===== src/rtl/cpu_clock_ctrl.sv =====
// Processor clock generator: programmable-divider cpu_clock with run, halt, debounced
// single-step and counted-burst modes, plus a rise-enable pulse and a retired-cycle counter.
module cpu_clock_ctrl #(
  parameter int CNT_W       = 24,
  parameter int DIV_DEFAULT = 9000000,
  parameter int DBNC_CYCLES = 1000000,
  parameter int BURST_W     = 16
) (
  input  logic               clock,
  input  logic               reset_i,
  input  logic [1:0]         mode,
  input  logic               step_btn,
  input  logic               div_load,
  input  logic [CNT_W-1:0]   div_value,
  input  logic [BURST_W-1:0] burst_len,
  output logic               cpu_clock,
  output logic               cpu_rise_en,
  output logic [31:0]        cycle_count,
  output logic               running
);

  localparam logic [1:0] MODE_RUN   = 2'b00;
  localparam logic [1:0] MODE_STEP  = 2'b01;
  localparam logic [1:0] MODE_BURST = 2'b11;
  localparam int DBNC_W = (DBNC_CYCLES > 1) ? $clog2(DBNC_CYCLES) : 1;
  localparam logic [DBNC_W-1:0] DBNC_LAST = DBNC_W'(DBNC_CYCLES - 1);
  localparam logic [CNT_W-1:0]  HP_RESET  = CNT_W'(DIV_DEFAULT);

  typedef enum logic [1:0] {
    IDLE = 2'd0,
    HI   = 2'd1,
    LO   = 2'd2
  } state_t;

  state_t state_reg, state_next;

  logic [CNT_W-1:0]   cnt_reg, cnt_next, hp_reg;
  logic               cpu_clock_reg, rise_reg;
  logic [31:0]        count_reg;
  logic [BURST_W-1:0] rem_reg, rem_next, rem_avail;
  logic [1:0]         mode_prev_reg;

  logic              sync1_reg, sync2_reg;
  logic              dbnc_level_reg, step_trig_reg;
  logic [DBNC_W-1:0] dbnc_cnt_reg;

  logic phase_end, burst_entry, run_req, burst_req, start;

  assign phase_end   = (state_reg != IDLE) && (cnt_reg == hp_reg - CNT_W'(1));
  // A fresh entry into burst mode sees burst_len immediately, so the first
  // period can start on the very cycle the mode is first observed.
  assign burst_entry = (mode == MODE_BURST) && (mode_prev_reg != MODE_BURST) && (state_reg == IDLE);
  assign rem_avail   = burst_entry ? burst_len : rem_reg;
  assign run_req     = (mode == MODE_RUN);
  assign burst_req   = (mode == MODE_BURST) && (rem_avail != '0);

  always_comb begin
    state_next = state_reg;
    start      = 1'b0;
    case (state_reg)
      IDLE: start = run_req || burst_req || ((mode == MODE_STEP) && step_trig_reg);
      HI: begin
        if (phase_end) state_next = LO;
      end
      LO: begin
        if (phase_end) begin
          if (run_req || burst_req) start = 1'b1;
          else                      state_next = IDLE;
        end
      end
      default: state_next = IDLE;
    endcase
    if (start) state_next = HI;

    rem_next = rem_avail;
    if (start && (mode == MODE_BURST)) rem_next = rem_avail - BURST_W'(1);

    cnt_next = cnt_reg + CNT_W'(1);
    if (div_load || (state_reg == IDLE) || phase_end) cnt_next = '0;
  end

  always_ff @(posedge clock) begin
    if (!reset_i) begin
      state_reg     <= IDLE;
      cnt_reg       <= '0;
      hp_reg        <= HP_RESET;
      cpu_clock_reg <= 1'b0;
      rise_reg      <= 1'b0;
      count_reg     <= '0;
      rem_reg       <= '0;
      mode_prev_reg <= MODE_RUN;
    end else begin
      state_reg <= state_next;
      cnt_reg   <= cnt_next;
      if (div_load) hp_reg <= (div_value == '0) ? CNT_W'(1) : div_value;
      cpu_clock_reg <= (state_next == HI);
      rise_reg      <= start;
      count_reg     <= count_reg + 32'(start);
      rem_reg       <= rem_next;
      mode_prev_reg <= mode;
    end
  end

  // Button path: two-flop synchroniser, then a level must differ for
  // DBNC_CYCLES consecutive cycles before it is accepted.
  always_ff @(posedge clock) begin
    if (!reset_i) begin
      sync1_reg      <= 1'b0;
      sync2_reg      <= 1'b0;
      dbnc_level_reg <= 1'b0;
      dbnc_cnt_reg   <= '0;
      step_trig_reg  <= 1'b0;
    end else begin
      sync1_reg     <= step_btn;
      sync2_reg     <= sync1_reg;
      step_trig_reg <= 1'b0;
      if (sync2_reg != dbnc_level_reg) begin
        if (dbnc_cnt_reg == DBNC_LAST) begin
          dbnc_level_reg <= sync2_reg;
          dbnc_cnt_reg   <= '0;
          step_trig_reg  <= sync2_reg;
        end else begin
          dbnc_cnt_reg <= dbnc_cnt_reg + DBNC_W'(1);
        end
      end else begin
        dbnc_cnt_reg <= '0;
      end
    end
  end

  assign cpu_clock   = cpu_clock_reg;
  assign cpu_rise_en = rise_reg;
  assign cycle_count = count_reg;
  assign running     = (state_reg != IDLE);

endmodule

===== config.mk =====
export PLATFORM = sky130hd
export DESIGN_NAME = cpu_clock_ctrl
export DESIGN_NICKNAME = d
export VERILOG_FILES = /design/src/rtl/cpu_clock_ctrl.sv
export SDC_FILE = /design/constraint.sdc
export NUM_CORES = 1
export LEC_CHECK = 0
export BUFFER_PORTS_ARGS = -buffer_cell sky130_fd_sc_hd__buf_2
export CELL_PAD_IN_SITES_DETAIL_PLACEMENT = 2
export CELL_PAD_IN_SITES_GLOBAL_PLACEMENT = 2
export CORE_MARGIN = 1
export CORE_UTILIZATION = 32
export DETAILED_ROUTE_END_ITERATION = 8
export HOLD_SLACK_MARGIN = 0.12
export PLACE_DENSITY_LB_ADDON = 0.1
export SLEW_MARGIN = 30
export SYNTH_ARGS = -nofsm -noshare
export SYNTH_HDL_FRONTEND = slang
export SYNTH_SLANG_ARGS = --single-unit

===== constraint.sdc =====
create_clock -name clock -period 6.1 [get_ports clock]
set_input_delay 0.915 -clock clock [delete_from_list [all_inputs] [get_ports clock]]
set_output_delay 0.915 -clock clock [all_outputs]
set_load 0.01 [all_outputs]

==> results.cfg, run 1 <==
[status]
status = complete, no violations

[setup_path]
end_kind = register
path_class = register to register
startpoint_type = register
worst_ep_required_time_ns = 6.37
worst-path-max-fanout = 8
crit_arrival_ns = 5.92

[detailed_routing]
vias = 6026
via_per_inst = 5.300
ant_nets = 0
dr.pass1.iters = 4
wl_per_cell_um = 18.21
drt_iter0_markers = 178
drc = 0
finalWirelength_mm = 20.71

[sta]
setup_tns_ns = 0
period_share_pct = 92.68
report.final.setup_viol = 0
worstMarginPinSlew_ns = 0.8160
drv_slew = 0
fin_ws_ns = 0.4465
finalHoldViolCount = 0
slew_headroom_pct = 45.47
fmax_mhz = 176.9
skew_ns = 0.009150
rsz0062_at_grt = no
fin_crit_ns = 5.654

[global_route]
grt_max_degree = 66
grt_pass1_wl_mm = 34.35
overflow = 0
antenna_found_initial = 0
grt_pass1_vias = 6645
grt_usage_pct = 20.17

[pwr]
peakVddDrop_mv = 0.1708
power_leakage_uw = 0.003104
finalPower_uw = 2188
cellPowerDensity_nw_per_um2 = 277.3

[layout]
fin_nets = 906
drive_above_1_share_pct = 16.26
design_area_um2 = 7889
largest_reg_flops = 32
antenna_cells = 0
area_growth_syn_to_layout_pct = 19.30

[logic_synthesis]
synth_fp_nets = 835
synthArstFlopShare_pct = 0
synthMuxAreaShare_pct = 7.209
synth_cells = 783
synth_compound_area_share_pct = 8.798
synth.avg_cell_area_um2 = 8.445
synth_fa_ha_area_share_pct = 1.135
synth_xor_area_share_pct = 12.13
synth_warnings = 0
synthDistinctLibCells = 65
yosys.area_share.simple_pct = 29.63
syn_area_um2 = 6613
ys_ff_latch = 126
synth_top_family_by_area = simple AND/OR/NAND/NOR gates
yosysSeqAreaShare_pct = 38.15
synth_ff_type = dfxtp_1
synth_edf_count = 0

[clock_network]
cts-resized-gates = 0
clk_path_buf_depth = 2
htreeDepth = 4
insertion_delay_ns = 0.42
cts_hold_buffers = 0
tritoncts = done
root_buffer = clkbuf_16
path_clk_slew_ns = 0.06
postCtsSetupBuffers = 0
cts_sinks = 126
cts_buffers = 17

[floorplanning]
start_util_pct = 32.68
coreArea_um2 = 20230
fp.dieH_um = 145.8
ios = 81
die_area_um2 = 21240
fp-row-count = 52
die_w_um = 145.8

[run]
maxCapViolCount = 0

[placement]
dpl-instance-area_um2 = 7253
gp_congestion = 0.7982
io_buffers = 80
pre_cts_ws_ns = 0.08796
hpwl_mm = 15.30

[worst_hold_path]
min_path_type = register to register
==> Yosys cell counts, drive strengths merged, types with 2 or more instances <==
master	n	share of area, %
a2111o	2	0.34
a2111oi	3	0.40
a211oi	3	0.34
a21o	2	0.23
a21oi	21	1.6
a311oi	2	0.26
a31o	3	0.40
a31oi	2	0.19
and2	11	1.0
and3	18	1.7
and4	8	1.1
buf	10	0.79
clkbuf	24	1.4
dfxtp	126	38
ha	6	1.1
inv	14	0.79
mux2	5	0.85
mux2i	42	6.4
nand2	63	3.6
nand2b	6	0.57
nand3	38	3.0
nand3b	2	0.23
nand4	21	2.0
nand4b	3	0.40
nor2	119	6.8
nor2b	5	0.47
nor3	27	2.1
nor3b	9	1.0
nor4	20	2.1
nor4b	3	0.40
o211ai	2	0.23
o21a	2	0.34
o21ai	18	1.4
o21bai	2	0.23
o31ai	10	1.1
o41ai	4	0.64
or2	5	0.47
or3	13	1.2
or4	7	0.91
xnor2	41	5.4
xor2	48	6.4
==> critical path: stages, from the launching register on <==
cell and delay [ns]:
dfxtp_1 0.39, inv_1 0.10, ha_1 0.32, or4b_1 0.57
nor3_4 0.29, nand3b_1 0.14, xnor2_1 0.17, or4_1 0.48
or4_4 0.54, nor4b_2 0.31, nor2_1 0.09, inv_1 0.06
ha_1 0.16, ha_1 0.26, nand2_1 0.13, nor3_2 0.28
and4_1 0.29, and4_1 0.31, nand4_1 0.12, nor2_1 0.15
nand4_1 0.13, xor2_1 0.15, nor2_1 0.06
==> path summary, 6_finish.rpt <==
| kind | startpoint | endpoint | slack (ns) | cells past startpoint |
|---|---|---|---|---|
| max | hp_reg[0] | cycle_count[30] | 0.45 | 22 |
| min reg2reg | sync1_reg | sync2_reg | 0.44 | 1 |
| max reg2reg | hp_reg[0] | cycle_count[30] | 0.45 | 22 |
| min | sync1_reg | sync2_reg | 0.44 | 1 |
==> cell usage in the layout (no fill, tap or decap), types with 17 or more instances in the layout <==
master,count
dfxtp_1,126
nor2_1,119
buf_2,80
nand2_1,63
xor2_1,48
mux2i_1,42
xnor2_1,41
nand3_1,37
nor3_1,24
a21oi_1,21
nand4_1,21
nor4_1,19
and3_1,18
o21ai_0,17
clkbuf_16,17
==> where the power goes <==
group          total (uW)  internal (uW)  switching [uW]
clock network        1060            650             414
logic                 243            101             142
registers             881            849            31.4
total                2190           1600             587
==> cell families after synthesis <==
group                      Yosys count
buffers and inverters               48
muxes                               47
xor gates and xnor gates            90
AOI/OAI and AO/OA                   84
DFF                                126
adders and majority gates            6
and+or+nand+nor                    382
==> metrics by stage <==
| stage | util [%] | hold slack (ns) | std cells |
|---|---|---|---|
| 2_1_floorplan | - | 0.4119 | 783 |
| 3_3_place_gp | 35.85 | 0.4262 | 1105 |
| 3_5_place_dp | 35.85 | 0.4299 | 1105 |
| 4_1_cts | 38.88 | 0.4431 | 1137 |
| 5_1_grt | 38.99 | 0.4648 | 1137 |
| 6_report | 38.99 | 0.4367 | 1137 |
==> metal layers <==
layer / wire length, um / share of wire (%) / global-route usage [%] / up-vias
met1: 9229 / 45 / 23.68 / 2985
li1: - / - / - / 2922
met5: 0 / 0 / 0 / -
met4: 364 / 1.8 / 5.737 / 0
met3: 577 / 2.8 / 4.295 / 30
met2: 10540 / 51 / 36.67 / 89
==> layout make-up <==
class,count,area [um^2]
clock buffer,17,425.4
clock inverter,15,187.7
fill,2261,12350
inverter,14,52.55
multi-input combinational,609,3918
sequential,126,2522
tap,270,337.8
timing repair buffer,86,445.4
(Power assumes the default switching activity.)
==> run 2: changes to the inputs <==
- BUFFER_PORTS_ARGS: -buffer_cell sky130_fd_sc_hd__buf_2 -> not set
- CORE_UTILIZATION: 32 -> 35
- DONT_BUFFER_PORTS: not set -> 1
- SETUP_SLACK_MARGIN: not set -> 0.15
==> run 2 against run 1 <==
  * Global-route usage rose by 1.6 points
  * Cell area fell by 5.4%
  * Cell count down 11%
  * Via count fell by 3.8%
  * Routed wire length decreased by 3.0%
  * Clock skew about the same
  * Non-clock buffer count down 79
==> results.cfg, run 2 (synthesis results as in run 1) <==
[pwr]
peakVddDrop_mv = 0.1874
cellPowerDensity_nw_per_um2 = 289.6
finalPower_uw = 2161
power_leakage_uw = 0.002762

[layout]
final_cell_mix = dfxtp_1, nor2_1, nand2_1
antenna_cells = 0
area_growth_syn_to_layout_pct = 12.85
largest_reg_flops = 32
final_common_cell = dfxtp_1
design_area_um2 = 7462
drive_above_1_share_pct = 7.868
fin_nets = 827

[detailed_routing]
drc = 0
wl_per_cell_um = 19.76
finalWirelength_mm = 20.10
drt_iter0_markers = 154
via_per_inst = 5.697
vias = 5794
dr.pass1.iters = 4
ant_nets = 0

[placement]
hpwl_mm = 14.61
dpl-instance-area_um2 = 6794
pre_cts_ws_ns = 0.1271
io_buffers = 0
gp_congestion = 0.8152

[sta]
report.final.setup_viol = 0
drv_slew = 0
worstMarginPinSlew_ns = 0.8594
period_share_pct = 90.65
rsz0062_at_grt = no
setup_tns_ns = 0
finalHoldViolCount = 0
slew_headroom_pct = 42.57
skew_ns = 0.009266
fmax_mhz = 180.8
fin_ws_ns = 0.5705
fin_crit_ns = 5.530

[clock_network]
clk_path_buf_depth = 2
root_buffer = clkbuf_16
htreeDepth = 4
path_clk_slew_ns = 0.06
insertion_delay_ns = 0.43
cts_sinks = 126
tritoncts = done
cts_buffers = 17

[floorplanning]
die_w_um = 139.5
fp.dieH_um = 139.5
coreArea_um2 = 18210
start_util_pct = 36.32
ios = 81
die_area_um2 = 19450
fp-row-count = 49

[setup_path]
crit_arrival_ns = 5.87
worst_ep_required_time_ns = 6.44
crit_slowest_cell = or4_4
cp_top_family = simple AND/OR/NAND/NOR gates
critical_path.cell_chain = inv_1, ha_1, or4b_1, nor3_4, nand3b_1, xnor2_1, or4_1, or4_4, nor4b_2, nor2_1, inv_1, ha_1, nand3_1, nor3_4, nand4_1, nor2_1, and4_1, nand2b_1, or3_1, a21oi_1
slowest_delay_ns = 0.54
end_kind = register
startpoint_type = register
crit_buf_inv = 2
worst-path-max-fanout = 8
path_class = register to register

[global_route]
grt_pass1_wl_mm = 33.48
grt_usage_pct = 21.77
antenna_found_initial = 0
overflow = 0
grt_max_degree = 65
grt_pass1_vias = 6433

[run]
maxCapViolCount = 0

[status]
status = complete, no violations

[worst_hold_path]
min_path_type = register to register
## run 2: cell types whose count changed in the layout (fill, tap and decap cells not counted)
cell        before  now
inv_8            1    0
nor3_2           2    1
nor3_4           1    2
buf_4            6    7
clkinvlp_4       2    3
clkbuf_8         0    3
buf_2           80    0
clkinv_4         4    2
inv_6            3    2
## run 2: repair_timing
item	4_1_cts	5_1_grt
setup buffers	0	2
setup endpoints to repair	2	8
pin swaps	0	2
gates resized for setup	1	4
hold buffers	0	0
## run 2: worst register-to-register path, cell delays in order (launching register included)
cell and delay, ns:
dfxtp_1 0.40, inv_1 0.11, ha_1 0.17, or4b_1 0.53, nor3_4 0.27, nand3b_1 0.12
xnor2_1 0.16, or4_1 0.48, or4_4 0.54, nor4b_2 0.32, nor2_1 0.13, inv_1 0.08
ha_1 0.16, nand3_1 0.24, nor3_4 0.24, nand4_1 0.26, nor2_1 0.22, and4_1 0.30
nand2b_1 0.14, or3_1 0.37, a21oi_1 0.19
## run 2: final timing paths
| check | to | start | depth (start not counted) | slack [ns] |
|---|---|---|---|---|
| setup / recovery | cycle_count[31] | hp_reg[0] | 20 | 0.57 |
| hold / removal | dbnc_cnt_reg[0] | dbnc_cnt_reg[0] | 1 | 0.44 |
| setup reg to reg | cycle_count[31] | hp_reg[0] | 20 | 0.57 |
| hold reg to reg | dbnc_cnt_reg[0] | dbnc_cnt_reg[0] | 1 | 0.44 |
## run 2: where the power goes
part	switching (uW)	internal [uW]	leakage, uW
registers	33.8	849	0.00102
clock network	396	677	0.000299
logic	117	87.7	0.00144
## run 2: layout make-up
| type | count | area [um^2] |
|---|---|---|
| repair buffers | 7 | 52.55 |
| multi-input cells | 609 | 3924 |
| clock inverters | 12 | 157.7 |
| well taps | 229 | 286.5 |
| inverters | 14 | 52.55 |
| flip-flops and latches | 126 | 2522 |
| clock buffers | 20 | 466.7 |
| fillers | 2023 | 10750 |
## run 2: routing by layer
metal / global-route usage [%] / up-vias / part of all wire [%]
met5: 0 / - / 0
met4: 7.018 / 0 / 1.4
met2: 39.35 / 96 / 51
met1: 25.21 / 2915 / 44
met3: 4.990 / 27 / 4.0
li1: - / 2756 / -
## run 2: per-stage QoR
step,hold WS (ns),instances,util (%)
after floorplan,0.4119,783,-
after global placement,0.4247,983,37.31
after detailed placement,0.4412,983,37.31
after CTS,0.4488,1015,40.77
after global routing,0.4756,1017,40.98
final,0.4442,1017,40.98
==> run 3: changes to the inputs <==
==> constraint.sdc (replaced) <==
create_clock -name clock -period 6.1 [get_ports clock]
set_input_delay 1.22 -clock clock [delete_from_list [all_inputs] [get_ports clock]]
set_output_delay 1.22 -clock clock [all_outputs]
set_load 0.01 [all_outputs]
==> run 3 against run 2 <==
  * Via count decreased by 2.0%
  * First-iteration DRC count increased by 6.5%
  * Power shrank 1.9%
  * Die area unchanged
  * Non-clock buffer count down 1
  * Combinational power grew 2%
  * Clock power down 4%
  * Cell count hardly changed
  * Flip-flop and latch count unchanged
  * Maximum frequency shrank 1.1%
==> results.cfg, run 3 (synthesis results as in run 1) <==
[clock_network]
cts_hold_buffers = 0
cts_sinks = 126
clk_path_buf_depth = 2
root_buffer = clkbuf_16
cts_buffers = 17
insertion_delay_ns = 0.42
tritoncts = done
htreeDepth = 4
path_clk_slew_ns = 0.06

[floorplanning]
ios = 81
start_util_pct = 36.32
die_area_um2 = 19450
coreArea_um2 = 18210
fp.dieH_um = 139.5
die_w_um = 139.5
fp-row-count = 49

[sta]
setup_tns_ns = 0
report.final.setup_viol = 0
worstMarginPinSlew_ns = 0.7911
skew_ns = 0.01091
rsz0062_at_grt = no
fmax_mhz = 178.8
finalHoldViolCount = 0
period_share_pct = 91.67
drv_slew = 0
fin_ws_ns = 0.5081
slew_headroom_pct = 47.13
fin_crit_ns = 5.592

[layout]
design_area_um2 = 7442
area_growth_syn_to_layout_pct = 12.54
fin_nets = 826
final_common_cell = dfxtp_1
final_cell_mix = dfxtp_1, nor2_1, nand2_1
drive_above_1_share_pct = 8.005
largest_reg_flops = 32
final_core_util_pct = 40.87
antenna_cells = 0

[setup_path]
ff2ff_setup_slack_ns = 0.53
r2r_start = hp_reg[0]
r2r_cells = 23
path_class = primary input to register
worst_ep_required_time_ns = 6.38
r2r-end = cycle_count[30]
crit_arrival_ns = 5.87
worst-path-max-fanout = 5
end_kind = register
startpoint_type = primary input

[pwr]
p_sw_share_pct = 26.50
pwr-share-comb_pct = 9.9
p_switching_uw = 562.0
p_seq_share_pct = 41.6
cell_internal_pwr_uw = 1559
power_leakage_uw = 0.002742
peakVddDrop_mv = 0.2386
clkPwrFrac_pct = 48.5
cellPowerDensity_nw_per_um2 = 285.0

[detailed_routing]
finalWirelength_mm = 19.73
drc = 0
wl_per_cell_um = 19.42
vias = 5680
ant_nets = 0
drt_iter0_markers = 164
via_per_inst = 5.591
dr.pass1.iters = 4

[placement]
gp_congestion = 0.8121
pre_cts_ws_ns = -0.1628
dpl-instance-area_um2 = 6808
hpwl_mm = 14.53
io_buffers = 0

[global_route]
grt_pass1_wl_mm = 32.42
overflow = 0
grt_pass1_vias = 6243
antenna_found_initial = 0
grt_max_degree = 65
grt_usage_pct = 21.00

[worst_hold_path]
min_path_type = register to register
hp-start = dbnc_cnt_reg[0]
min_path_cells = 1
hold_end = dbnc_cnt_reg[0]

[status]
status = complete, no violations

[run]
maxCapViolCount = 0
==> run 3: per-stage QoR <==
step / total power, uW / std cells / hold WS [ns]
after global placement: 1094 / 984 / 0.4241
after detailed placement: 1107 / 984 / 0.4398
after floorplan: 1054 / 783 / 0.4119
final: 2121 / 1016 / 0.4466
after global routing: 2213 / 1016 / 0.4674
after CTS: 2147 / 1016 / 0.4490
==> run 3: area by class of cell <==
| type | count | area [um^2] |
|---|---|---|
| tap | 229 | 286.5 |
| timing repair buffer | 6 | 45.04 |
| inverter | 14 | 52.55 |
| multi-input combinational | 609 | 3936 |
| sequential | 126 | 2522 |
| clock inverter | 14 | 160.2 |
| clock buffer | 18 | 439.2 |
| fill | 2049 | 10770 |
==> run 3: metal layers <==
layer / GRT usage, % / share of wire, % / vias up
met2: 36.66 / 50 / 72
met3: 4.474 / 2.8 / 14
met4: 6.316 / 1.0 / 0
met1: 25.76 / 46 / 2838
met5: 0 / 0 / -
li1: - / - / 2756
==> run 3: critical path, stage by stage <==
cell	delay, ns
nor4bb_2	0.32
nand2_1	0.20
mux2i_1	0.20
ha_1	0.29
nor2b_1	0.16
and4_1	0.21
a22o_1	0.23
nand2_1	0.16
o211ai_1	0.19
o21ai_0	0.14
nor4b_2	0.28
nor2_1	0.13
inv_1	0.08
ha_1	0.17
ha_1	0.24
nand2_1	0.12
nor3_2	0.30
and4_1	0.28
and4_1	0.31
nand4_1	0.12
nor2_1	0.18
nand4_1	0.13
xor2_1	0.17
nor2_1	0.06
==> run 3: power groups by stage <==
| stage | clock [uW] | sequential, uW | combinational (uW) |
|---|---|---|---|
| final | 1030 | 882 | 210 |
| after global routing | 1090 | 886 | 232 |
| after CTS | 1060 | 882 | 209 |
| after detailed placement | 0 | 900 | 207 |
| after global placement | 0 | 899 | 195 |
| after floorplan | 0 | 885 | 169 |
==> run 3: worst max-delay path by stage <==
stage	start	endpoint	slack, ns	cells after the start
floorplan	mode[1]	cycle_count[28]	0.16	26
global placement	mode[1]	cycle_count[31]	0.27	22
detailed placement	mode[1]	cycle_count[31]	-0.16	22
CTS	hp_reg[0]	cycle_count[31]	0.17	20
global route	mode[1]	cycle_count[30]	0.10	24
finish	mode[1]	cycle_count[30]	0.51	24
==> run 3: what timing repair did <==
item	CTS	global route
setup endpoints to repair	0	9
gates resized for setup	0	7
buffers inserted	0	0
